===== config.mk =====
export PLATFORM = sky130hd
export DESIGN_NAME = mem_port_arbiter
export DESIGN_NICKNAME = d
export VERILOG_FILES = /design/src/rtl/mem_arb_pkg.sv /design/src/rtl/mem_arb_starve_ctr.sv /design/src/rtl/mem_port_arbiter.sv
export SDC_FILE = /design/constraint.sdc
export NUM_CORES = 1
export LEC_CHECK = 0
export BUFFER_PORTS_ARGS = -buffer_cell sky130_fd_sc_hd__buf_4
export CAP_MARGIN = 0
export CORE_MARGIN = 4
export CORE_UTILIZATION = 46
export CTS_CLUSTER_DIAMETER = 200
export DETAILED_ROUTE_END_ITERATION = 12
export PLACE_DENSITY = 0.8
export SYNTH_ARGS = -nofsm -noshare
export SYNTH_HDL_FRONTEND = slang
export SYNTH_SLANG_ARGS = --single-unit

===== constraint.sdc =====
create_clock -name clk -period 2.1 [get_ports clk]
set_input_delay 0.42 -clock clk [delete_from_list [all_inputs] [get_ports clk]]
set_output_delay 0.42 -clock clk [all_outputs]
set_load 0.03 [all_outputs]

===== src/rtl/mem_arb_pkg.sv =====
// Shared state encoding and counter sizing for the unified memory port arbiter.
package mem_arb_pkg;

   localparam int STARVE_CNT_W = 4;

   typedef enum logic [1:0] {
      IDLE  = 2'd0,
      IBUSY = 2'd1,
      DBUSY = 2'd2
   } arbState_t;

endpackage


===== src/rtl/mem_arb_starve_ctr.sv =====
// Saturating count of data grants that overtook a waiting fetch; 1-cycle update.
// atMax tells the arbiter that fetch must win the next contested slot.
module mem_arb_starve_ctr
   import mem_arb_pkg::*;
#(
   parameter int MAX = 4
) (
   input  logic clk,
   input  logic reset,
   input  logic inc,
   input  logic clr,
   output logic atMax
);

   localparam logic [STARVE_CNT_W-1:0] MAX_CNT = STARVE_CNT_W'(MAX);

   logic [STARVE_CNT_W-1:0] cnt;

   always_ff @(posedge clk) begin
      if (reset) begin
         cnt <= '0;
      end else if (clr) begin
         cnt <= '0;
      end else if (inc && !atMax) begin
         cnt <= cnt + STARVE_CNT_W'(1);
      end
   end

   assign atMax = (cnt >= MAX_CNT);

endmodule


===== src/rtl/mem_port_arbiter.sv =====
// Shares one single-port memory between fetch and data stages; request to mem_req is 1 cycle, ack to Rdy is 1 cycle.
// Requesters are stalled until their Rdy pulse; the memory throttles us only through mem_ack.
module mem_port_arbiter
   import mem_arb_pkg::*;
#(
   parameter int AW         = 32,
   parameter int DW         = 32,
   parameter int STARVE_MAX = 4
) (
   input  logic          clk,
   input  logic          reset,
   input  logic          IReqF,
   input  logic [AW-1:0] PCF,
   output logic [DW-1:0] InstrF,
   output logic          IRdyF,
   output logic          StallF,
   input  logic          DReqM,
   input  logic          MemWriteM,
   input  logic [AW-1:0] DataAdrM,
   input  logic [DW-1:0] WriteDataM,
   output logic [DW-1:0] ReadDataM,
   output logic          DRdyM,
   output logic          StallM,
   output logic          mem_req,
   output logic          mem_we,
   output logic [AW-1:0] mem_addr,
   output logic [DW-1:0] mem_wdata,
   input  logic [DW-1:0] mem_rdata,
   input  logic          mem_ack
);

   arbState_t     state, stateNext;
   logic          memReqNext, memWeNext, iRdyNext, dRdyNext;
   logic [AW-1:0] memAddrNext;
   logic [DW-1:0] memWdataNext, instrNext, readDataNext;
   logic          fetchElig, dataElig, dataWin;
   logic          starveInc, starveClr, starveAtMax;

   // A requester whose Rdy is high is retiring this cycle, so its held request is stale.
   assign fetchElig = IReqF & ~IRdyF;
   assign dataElig  = DReqM & ~DRdyM;
   assign dataWin   = dataElig & (~fetchElig | ~starveAtMax);

   assign StallF = IReqF & ~IRdyF;
   assign StallM = DReqM & ~DRdyM;

   mem_arb_starve_ctr #(
      .MAX(STARVE_MAX)
   ) u_starve (
      .clk  (clk),
      .reset(reset),
      .inc  (starveInc),
      .clr  (starveClr),
      .atMax(starveAtMax)
   );

   always_ff @(posedge clk) begin
      if (reset) begin
         state     <= IDLE;
         mem_req   <= 1'b0;
         mem_we    <= 1'b0;
         mem_addr  <= '0;
         mem_wdata <= '0;
         IRdyF     <= 1'b0;
         DRdyM     <= 1'b0;
         InstrF    <= '0;
         ReadDataM <= '0;
      end else begin
         state     <= stateNext;
         mem_req   <= memReqNext;
         mem_we    <= memWeNext;
         mem_addr  <= memAddrNext;
         mem_wdata <= memWdataNext;
         IRdyF     <= iRdyNext;
         DRdyM     <= dRdyNext;
         InstrF    <= instrNext;
         ReadDataM <= readDataNext;
      end
   end

   always_comb begin
      stateNext    = state;
      memReqNext   = mem_req;
      memWeNext    = mem_we;
      memAddrNext  = mem_addr;
      memWdataNext = mem_wdata;
      iRdyNext     = 1'b0;
      dRdyNext     = 1'b0;
      instrNext    = InstrF;
      readDataNext = ReadDataM;
      starveInc    = 1'b0;
      starveClr    = 1'b0;

      case (state)
         IDLE: begin
            if (dataWin) begin
               stateNext    = DBUSY;
               memReqNext   = 1'b1;
               memWeNext    = MemWriteM;
               memAddrNext  = DataAdrM;
               memWdataNext = WriteDataM;
               starveInc    = fetchElig;
            end else if (fetchElig) begin
               stateNext   = IBUSY;
               memReqNext  = 1'b1;
               memWeNext   = 1'b0;
               memAddrNext = PCF;
               starveClr   = 1'b1;
            end
         end
         IBUSY: begin
            if (mem_ack) begin
               stateNext  = IDLE;
               memReqNext = 1'b0;
               memWeNext  = 1'b0;
               iRdyNext   = 1'b1;
               instrNext  = mem_rdata;
            end
         end
         DBUSY: begin
            if (mem_ack) begin
               stateNext  = IDLE;
               memReqNext = 1'b0;
               memWeNext  = 1'b0;
               dRdyNext   = 1'b1;
               // Use the latched write flag; the live MemWriteM may already belong to the next request.
               if (!mem_we) begin
                  readDataNext = mem_rdata;
               end
            end
         end
         default: begin
            stateNext  = IDLE;
            memReqNext = 1'b0;
            memWeNext  = 1'b0;
         end
      endcase
   end

endmodule


# Word-level counts from Yosys, hierarchy flattened
# Index checks and enable logic that the tools add are counted.
[totals] ff_bits=138 latch_bits=0 mem_bits_rw=0 mem_bits_ro=0 inputBits=134 output_inout_bits=134 wordCells=59 memories=0
[op_classes] n_addsub=1 n_mul=0 div=0 magnitude_cmp=1 eq_ne=4 shifts=0 mux=19 bitwise=11 reduce_logical=13
[ops] cell="two-way mux 32 bit" n=2
[ops] cell="two-way mux 1 bit" n=11
[ops] cell="AND reduction 2 bit" n=4
[ops] cell="OR reduction 2 bit" n=4
[ops] cell="inverter 1 bit" n=7
[ops] cell="two-way mux 2 bit" n=3
[ops] cell="adder 4 x 1 -> 4 bit (second input constant)" n=1
[ops] cell=">= comparator 4 x 3 -> 1 bit (second input constant)" n=1
[ops] cell="case mux 1 bit (2 select lines)" n=2
[ops] cell="case mux 2 bit (2 select lines)" n=1
[ops] cell="AND 1 bit" n=3
[ops] cell="!= test 3 bit (second input constant)" n=1
[ops] cell="AND reduction 3 bit" n=1
[ops] cell="equality test 2 x 1 -> 1 bit (second input constant)" n=1
[ops] cell="equality test 2 bit (second input constant)" n=1
[ops] cell="logical NOT 2 bit" n=1
[ops] cell="!= test 2 x 1 -> 1 bit (second input constant)" n=1
[ops] cell="nonzero test 2 bit" n=1
[ops] cell="logical AND 1 bit" n=1
[ops] cell="logical NOT 1 bit" n=1
[ops] cell="bitwise OR 1 bit" n=1

# Logic depth before layout (Yosys ltp)
# Gate-level depths: netlist of run 1.
[depth] word_depth=8 mapped_depth=8 depth_no_buf=6

# Cells and area by module
# Synthesis of run 1 repeated with hierarchy kept, for this count alone.
[hier_totals] cells_unflattened=713 area_unflattened_um2=6083.3
[modules_own_cells] module="mem_port_arbiter" n_inst=1 cells_each=696 area_per_inst_um2=5895.7 seq_area_each_um2=2682.6
[modules_own_cells] module="mem_arb_starve_ctr" n_inst=1 cells_each=17 area_per_inst_um2=187.7 seq_area_each_um2=80.1

# Worst setup path after synthesis of run 1
# Ideal clock, no wire load.
[synth_timing] path_type="register to register" start="register IRdyF" end="register mem_addr[10]" setup_time_ps=89 arrival_ps=1522 t_required_ps=2011 setup_slack_ps=490 path_stages_with_launch=8 n_path_buf=2 synth_period_minus_slack_ps=1610 path_cell_list="dfxtp_1 nand2b_1 buf_6 inv_2 a21oi_4 buf_6 nand2_1 a311oi_2"
[synth_between] elab_chain_cells=7 elab_cells_between_ends=8 cone_classes="1 x mux; 5 x bitwise; 2 x reduce/logical"
[synth_rtl] item="from (decl)" line_no="mem_port_arbiter.sv:15" rtl="output logic IRdyF,"
[synth_rtl] item="from (signal assigned)" line_no="mem_port_arbiter.sv:74" rtl="IRdyF <= iRdyNext;"
[synth_rtl] item="inverter 1 bit (*)"
[synth_rtl] item="AND 1 bit (*)"
[synth_rtl] item="via StallF" line_no="mem_port_arbiter.sv:16" rtl="output logic StallF,"
[synth_rtl] item="inverter 1 bit" line_no="mem_port_arbiter.sv:42" rtl="assign dataWin = dataElig & (~fetchElig | ~starveAtMax);"
[synth_rtl] item="bitwise OR 1 bit" line_no="mem_port_arbiter.sv:42"
[synth_rtl] item="AND 1 bit" line_no="mem_port_arbiter.sv:42"
[synth_rtl] item="nonzero test 2 bit (no line)"
[synth_rtl] item="AND reduction 2 bit (no line)"
[synth_rtl] item="to (signal assigned)" line_no="mem_port_arbiter.sv:72" rtl="mem_addr <= memAddrNext;"
[synth_rtl] item="to (decl)" line_no="mem_port_arbiter.sv:26" rtl="output logic [AW-1:0] mem_addr,"
# Mark *: on every way through the listed nets, which the timed path passes. The rest lies on a longest branch.
# A chain may end at the register's enable or synchronous reset.

# Worst setup path after layout of run 1
[layout_timing] start="register IRdyF" end="output StallF"
[layout_between] elab_chain_cells=2
[layout_rtl] item="inverter 1 bit" line_no="mem_port_arbiter.sv:44" rtl="assign StallF = IReqF & ~IRdyF;"
[layout_rtl] item="AND 1 bit" line_no="mem_port_arbiter.sv:44"
[layout_rtl] item="to (decl)" line_no="mem_port_arbiter.sv:16"
# Every way passes these cells.

==> results of run 1 <==
-- report_power, final --
group          total (mW)  leakage (nW)  internal [mW]  switching (mW)
clock network        3.00         0.300           1.94            1.06
logic                1.60          2.13          0.641           0.961
registers            2.91          1.13           2.81          0.0971
total                7.51          3.56           5.39            2.12
-- flip-flops by register name, indices dropped and copies added, names as in the netlist --
name          flops
InstrF           32
ReadDataM        32
mem_addr         32
mem_wdata        32
u_starve.cnt      4
state             2
DRdyM             1
IRdyF             1
mem_req           1
mem_we            1
-- per-stage QoR --
stage          power (mW)  setup slack [ns]  instance area (um2)  hold slack (ns)
2_1_floorplan        3.96             0.490                 5420            0.481
3_3_place_gp         4.55             0.365                 7480            0.442
3_5_place_dp         4.58             0.299                 7480            0.447
4_1_cts              7.58             0.206                 8080            0.239
5_1_grt              7.82             0.137                 8080            0.247
6_report             7.51             0.231                 8080            0.260
-- worst paths after layout --
path / from / end / slack, ns / cells past startpoint
worst max-delay path: IRdyF / StallF / 0.23 / 3
worst min-delay path: WriteDataM[11] / mem_wdata[11] / 0.26 / 3
worst max register to register: state[0] / mem_addr[31] / 0.30 / 6
worst min register to register: mem_wdata[11] / mem_wdata[11] / 0.45 / 2
-- worst register-to-register path: stages (launching register included) --
cell,delay [ns]
dfxtp_1,0.33
inv_1,0.08
ha_1,0.33
a21boi_4,0.26
buf_12,0.31
nor2_1,0.12
a311oi_1,0.26
-- placed cells by master, fill, tap and decap left out, types with 2 or more instances in the layout --
cell,Yosys,layout
a21oi_1,98,98
clkbuf_16,0,17
a211oi_1,2,2
clkbuf_1,28,3
a311oi_1,2,2
nor3_1,2,2
dfxtp_1,138,138
ha_1,4,4
inv_1,2,2
buf_4,7,272
inv_2,2,2
clkinv_2,0,3
nor2_1,43,42
a311oi_2,30,30
bufinv_16,0,2
nand2_1,259,259
clkbuf_8,0,6
buf_12,0,6
a22oi_1,2,2
-- layer usage --
metal  GRT usage  wire, um  vias to the layer above
met5           0         0                        -
met4      0.0963       408                        0
met3      0.0793      1370                       33
met2       0.387      8060                      180
met1       0.252      6040                     2391
li1            -         -                     2646
-- final cells by class --
cell class	count	area, um2
fillers	941	3390
inverters	4	15.0
well taps	143	179
clock inverters	6	83.8
repair buffers	278	2160
clock buffers	26	519
flip-flops and latches	138	2760
multi-input cells	460	2360
-- kinds of logic after synthesis --
logic type                 Yosys count  share of synthesized area
buffers and inverters               55                     0.0570
AOI/OAI and AO/OA                  143                      0.200
DFF                                138                      0.510
and+or+nand+nor                    312                      0.222
muxes                                1                    0.00185
adders and majority gates            4                    0.00923
==> flow_summary.json, run 1 <==
{
  "drc": 0,
  "synth_ff_type": "dfxtp_1",
  "yosys.area.top_type": "dfxtp_1",
  "coreArea_um2": 11500,
  "insertedDiodeCount": 0,
  "drive_gt1_frac": 0.380,
  "gp_congestion": 0.795,
  "synthDistinctLibCells": 35,
  "htree_levels": 4,
  "synth_cells": 653,
  "worstSetupPathType": "reg -> out",
  "post_cts_resized": 0,
  "setup_violations": 0,
  "vdd_drop_max_mv": 0.629,
  "period_share": 0.890,
  "ant_nets": 0,
  "clkLatencyLatePin_ns": 0.40,
  "clk_pin_slew_ns": 0.06,
  "crit_family": "simple AND/OR/NAND/NOR gates",
  "area_delta_synth_final_pct": 49.1,
  "cts_tree": "done",
  "grt_pass1_wl_um": 24000,
  "synth_area_leaders": "dfxtp_1, nand2_1, a21oi_1",
  "post-route-util": 0.705,
  "cellLeakagePower_nw": 3.56,
  "crit_fanout": 7,
  "period_needed_ns": 1.87,
  "syn_avg_cell_area_um2": 8.30,
  "path_buf_inv": 2,
  "max-slew-margin-rel": 0.599,
  "vias": 5250,
  "clockBufferDepth": 2,
  "start_kind": "flop",
  "drt_first_iter_violations": 298,
  "dpl.cell_count": 1023,
  "status": "complete, no violations",
  "die_area_um2": 13600,
  "instances_no_fill": 1055,
  "ys_ff_latch": 138,
  "wl_per_cell_um": 15.0,
  "crit_chain": "nand2b_1, inv_2, buf_4",
  "async_flop_share": 0,
  "worst_pin_slew_ns": 0.601,
  "end_kind": "output pin",
  "hp-class": "in -> reg",
  "cts_hold_buf": 0,
  "final_nets": 1037,
  "row_count": 39,
  "max-cap-violations": 0,
  "drt_wl_total_um": 15900,
  "cp.required_ns": 1.68,
  "numCtsBuffers": 17,
  "antenna_found_initial": 0,
  "grt_max_degree": 95,
  "yosysSeqAreaShare": 0.510,
  "crit_slowest_cell": "nand2b_1",
  "grt_overflow": 0,
  "yosysWarnings": 0,
  "drtPass1Iterations": 4,
  "first_global_vias": 4879,
  "dpl.hpwl_um": 11400,
  "rsz0062_at_grt": "false",
  "timing.fmax_mhz": 535,
  "critPathArrivalTime_ns": 1.45,
  "post_cts_buffers": 0,
  "start_util": 0.473,
  "track_usage": 0.225,
  "fin_skew_ns": 0.00461,
  "die_x_um": 117,
  "synth_nets": 791,
  "io_pins": 268,
  "cts_root_buffer": "clkbuf_16",
  "power_density_nw_per_um2": 930,
  "hold_viol_final": 0,
  "portBuffers": 267,
  "yosysMostFrequentCell": "nand2_1",
  "cts.sinks": 138,
  "die_h_um": 117,
  "routed_via_density": 4.98,
  "synth-edff-count": 0,
  "synth_common_cells": "nand2_1, dfxtp_1, a21oi_1, nor2_1, a311oi_2",
  "syn_area_um2": 5420,
  "yosysTopAreaCellShare": 0.510,
  "drv_slew": 0,
  "max_stage_delay_ns": 0.38,
  "setup_tns_ns": 0
}
(Power assumes the default switching activity.)
==> run 2: changes to the inputs <==
- CORE_UTILIZATION: 46 -> 47
- CTS_BUF_LIST: default -> sky130_fd_sc_hd__clkbuf_8
- PLACE_DENSITY: 0.8 -> 0.82
==> flow_summary.json, run 2 (same netlist as run 1, synthesis figures left out) <==
{
  "crit_slowest_cell": "nand2b_1",
  "intPower_mw": 4.31,
  "dpl.hpwl_um": 11400,
  "cts_root_buffer": "clkbuf_8",
  "rsz0062_at_grt": "false",
  "vias": 5281,
  "worstSetupPathType": "reg -> out",
  "cts_tree": "done",
  "numCtsBuffers": 17,
  "hold_viol_final": 0,
  "vdd_drop_max_mv": 0.581,
  "grt_overflow": 0,
  "htree_levels": 4,
  "path_buf_inv": 2,
  "power_switching_mw": 2.12,
  "final_nets": 1038,
  "layout_commonest_cell": "buf_4",
  "antenna_found_initial": 0,
  "area_delta_synth_final_pct": 44.4,
  "insertedDiodeCount": 0,
  "drt_first_iter_violations": 293,
  "drt_wl_total_um": 15900,
  "setup_violations": 0,
  "max-cap-violations": 0,
  "io_pins": 268,
  "start_util": 0.489,
  "drtPass1Iterations": 5,
  "wl_per_cell_um": 15.1,
  "cts.sinks": 138,
  "status": "complete, no violations",
  "hp-class": "in -> reg",
  "worst_pin_slew_ns": 0.422,
  "drive_gt1_frac": 0.383,
  "timing.fmax_mhz": 524,
  "row_count": 38,
  "fin_skew_ns": 0.0122,
  "portBuffers": 267,
  "cp.required_ns": 1.68,
  "routed_via_density": 5.02,
  "power_frac_clock": 0.297,
  "crit_chain": "nand2b_1, inv_2, buf_4",
  "critPathArrivalTime_ns": 1.49,
  "fillCellCount": 913,
  "drc": 0,
  "start_kind": "flop",
  "clockBufferDepth": 2,
  "clk_pin_slew_ns": 0.08,
  "max-slew-margin-rel": 0.719,
  "end_kind": "output pin",
  "max_stage_delay_ns": 0.37,
  "gp_congestion": 0.788,
  "power_density_nw_per_um2": 821,
  "cellLeakagePower_nw": 3.44,
  "crit_fanout": 7,
  "multiInputGateArea_um2": 2360,
  "register_area_um2": 2760,
  "post_cts_resized": 0,
  "die_area_um2": 13300,
  "switching_share": 0.330,
  "p_comb_frac": 0.250,
  "clkLatencyLatePin_ns": 0.44,
  "cts_hold_buf": 0,
  "pwr-share-seq": 0.453,
  "final_cell_mix": "buf_4, nand2_1, dfxtp_1",
  "drv_slew": 0,
  "first_global_vias": 4983,
  "die_x_um": 115,
  "grt_max_degree": 66,
  "post_cts_buffers": 0,
  "track_usage": 0.232,
  "grt_pass1_wl_um": 24500,
  "hold_ws_ns": 0.228,
  "period_needed_ns": 1.91,
  "ant_nets": 0,
  "setup_tns_ns": 0,
  "coreArea_um2": 11100,
  "die_h_um": 115,
  "period_share": 0.909,
  "crit_family": "simple AND/OR/NAND/NOR gates"
}
-- run 2: changes by cell type in the layout (fill, tap and decap cells not counted), sizes merged --
cell / before / now
buf: 278 / 279
clkinv: 4 / 6
bufinv: 2 / 0
clkinvlp: 0 / 4
clkbuf: 26 / 18
inv: 4 / 8
-- run 2: power groups by stage --
stage	Combinational [mW]	Sequential [mW]	Clock, mW
global placement	1.59	2.96	0
finish	1.61	2.91	1.91
detailed placement	1.61	2.97	0
CTS	1.62	2.91	1.95
floorplan	0.628	3.33	0
global route	1.73	2.93	2.07
-- run 2: metrics by stage --
step | power, mW | utilization | setup WS [ns] | cell area [um2] | cells
floorplan | 3.96 | - | 0.490 | 5420 | 653
global placement | 4.55 | 0.675 | 0.361 | 7480 | 1021
detailed placement | 4.58 | 0.675 | 0.270 | 7480 | 1021
CTS | 6.48 | 0.707 | 0.160 | 7830 | 1053
global route | 6.73 | 0.707 | 0.0764 | 7830 | 1053
finish | 6.43 | 0.707 | 0.191 | 7830 | 1053
-- run 2: worst min-delay path, cell delays in order --
cell     delay, ns
buf_4         0.11
nand2_1       0.04
a21oi_1       0.05
-- run 2: cell type report --
type                    count  share of cell area
flip-flops and latches    138               0.353
multi-input cells         460               0.301
repair buffers            279               0.277
clock buffers              18              0.0316
well taps                 140              0.0224
clock inverters            14              0.0128
inverters                   4             0.00192
-- run 2: per-layer routing --
| layer | global-route usage | part of all wire | wire length, um | up-vias |
|---|---|---|---|---|
| met1 | 0.266 | 0.38 | 6110 | 2389 |
| met5 | 0 | 0 | 0 | - |
| met3 | 0.0832 | 0.092 | 1460 | 39 |
| met4 | 0.106 | 0.034 | 534 | 0 |
| li1 | - | - | - | 2646 |
| met2 | 0.387 | 0.49 | 7780 | 207 |
-- run 2: path summary, 6_finish.rpt --
| path | from | to | slack, ns | cells after the start |
|---|---|---|---|---|
| setup / recovery | IRdyF | StallF | 0.19 | 3 |
| hold / removal | WriteDataM[13] | mem_wdata[13] | 0.23 | 3 |
| setup reg to reg | state[0] | mem_addr[12] | 0.27 | 6 |
| hold reg to reg | mem_wdata[12] | mem_wdata[12] | 0.46 | 2 |
==> run 3: changes to the inputs <==
- ABC_AREA: default -> 1
==> flow_summary.json, run 3 <==
{
  "cellLeakagePower_nw": 4.01,
  "period_share": 0.851,
  "crit_fanout": 27,
  "total_power_mw": 7.16,
  "timing.fmax_mhz": 559,
  "htree_levels": 4,
  "ys_ff_latch": 138,
  "dpl.cell_count": 1128,
  "syn_avg_cell_area_um2": 7.14,
  "synth_area_leaders": "dfxtp_1, nor2_1, nand2_1",
  "clk_pin_slew_ns": 0.08,
  "period_needed_ns": 1.79,
  "post_cts_resized": 0,
  "first_global_vias": 5269,
  "clockBufferDepth": 2,
  "io_pins": 268,
  "post_cts_buffers": 0,
  "yosys.area.top_type": "dfxtp_1",
  "track_usage": 0.244,
  "worst_pin_slew_ns": 1.07,
  "async_flop_share": 0,
  "drc": 0,
  "die_area_um2": 13300,
  "synth_ff_type": "dfxtp_1",
  "synth-edff-count": 0,
  "synth_common_cells": "nor2_1, nand2_1, dfxtp_1, nand3_1, o21ai_0",
  "timing.final.ws_setup_ns": 0.312,
  "cp.required_ns": 2.47,
  "setup_violations": 0,
  "reg2reg_to": "mem_wdata[9]",
  "antenna_found_initial": 0,
  "status": "complete, no violations",
  "drive_gt1_frac": 0.312,
  "numCtsBuffers": 17,
  "synth_nets": 897,
  "worstSetupPathType": "reg -> reg",
  "coreArea_um2": 11100,
  "synthDistinctLibCells": 18,
  "hp-class": "in -> reg",
  "ff2ff_path_depth": 6,
  "dpl.hpwl_um": 12000,
  "critPathArrivalTime_ns": 2.16,
  "vias": 5647,
  "portBuffers": 267,
  "layout_commonest_cell": "buf_4",
  "cts.sinks": 138,
  "placed_area_um2": 7490,
  "fin_skew_ns": 0.00948,
  "hold_ws_ns": 0.206,
  "crit_chain": "inv_1, nand2_1, o21ai_4, buf_4, nand3_1, a21oi_1",
  "drtPass1Iterations": 4,
  "die_h_um": 115,
  "post-route-util": 0.710,
  "cts_hold_buf": 0,
  "max-slew-margin-rel": 0.284,
  "area_delta_synth_final_pct": 45.1,
  "synth_cells": 759,
  "ant_nets": 0,
  "drv_slew": 0,
  "vdd_drop_max_mv": 0.733,
  "insertedDiodeCount": 0,
  "r2r-start": "DRdyM",
  "clkLatencyLatePin_ns": 0.44,
  "final_nets": 1145,
  "hold_viol_final": 0,
  "stdcell_area_um2": 7870,
  "cts_root_buffer": "clkbuf_8",
  "yosysMostFrequentCell": "nor2_1",
  "wl_per_cell_um": 14.4,
  "crit_slowest_cell": "o21ai_4",
  "instances_no_fill": 1160,
  "routed_via_density": 4.87,
  "rsz0062_at_grt": "false",
  "drt_wl_total_um": 16700,
  "grt_overflow": 0,
  "start_util": 0.489,
  "grt_max_degree": 66,
  "yosysWarnings": 0,
  "max-cap-violations": 0,
  "max_stage_delay_ns": 0.51,
  "holdCritStartpoint": "mem_rdata[12]",
  "end_kind": "flop",
  "min_to": "ReadDataM[12]",
  "yosysSeqAreaShare": 0.510,
  "hold_depth": 3,
  "power_density_nw_per_um2": 910,
  "start_kind": "flop",
  "final_cell_mix": "buf_4, nor2_1, nand2_1",
  "drt_first_iter_violations": 443,
  "row_count": 38,
  "die_x_um": 115,
  "post-place-ws_ns": 0.203,
  "grt_pass1_wl_um": 25600,
  "yosysTopAreaCellShare": 0.510,
  "gp_congestion": 0.792,
  "crit_path_start": "DRdyM",
  "syn_area_um2": 5420,
  "r2r_setup_slack_ns": 0.31,
  "cts_tree": "done",
  "setup_tns_ns": 0
}
run 3: cell count changes in the layout (fill, tap and decap cells not counted), sizes merged, moves of 39 or more:
cell,delta
o21ai,+66
nand2,-114
a21oi,-61
inv,+39
nor2,+160
nand3,+67
run 3: final cells by class:
type | instances | area [um2]
Clock buffer | 18 | 248
Clock inverter | 14 | 124
Fill cell | 949 | 3210
Inverter | 45 | 169
Multi-Input combinational cell | 526 | 2260
Sequential cell | 138 | 2760
Tap cell | 140 | 175
Timing Repair Buffer | 279 | 2130
run 3: worst max-delay path: cells and delay by family (launching register included):
kind                   cells  cell delay (ns)
flip-flops                 1             0.35
AO/OA/AOI/OAI              2             0.66
buffers and inverters      2             0.46
AND/OR/NAND/NOR            2             0.24
run 3: kinds of logic (layout without fill, tap and decap cells):
group,count (synthesis),in the layout,share of synthesized area
AOI/OAI and AO/OA,106,106,0.0985
xor gates and xnor gates,1,1,0.00162
adders and majority gates,4,4,0.00923
buffers and inverters,95,356,0.0764
DFF,138,138,0.510
and+or+nand+nor,415,415,0.305
run 3: report_power, final:
group          switching (mW)  internal, mW
Clock                    1.06         0.965
Combinational            1.31         0.794
Sequential              0.140          2.89
Total                    2.51          4.65
run 3: layer usage:
metal / routed length (um) / GRT usage / vias to the layer above
li1: - / - / 2874
met1: 6550 / 0.286 / 2523
met2: 7960 / 0.396 / 216
met3: 1750 / 0.0958 / 34
met4: 442 / 0.106 / 0
met5: 0 / 0 / -
run 3: worst max-delay path by stage:
stage               endpoint  cells past startpoint
6_report        mem_wdata[9]                      6
4_1_cts         mem_wdata[9]                      6
3_3_place_gp    mem_wdata[6]                      7
3_5_place_dp    mem_wdata[4]                      7
5_1_grt         mem_wdata[9]                      6
2_1_floorplan  mem_wdata[24]                      7
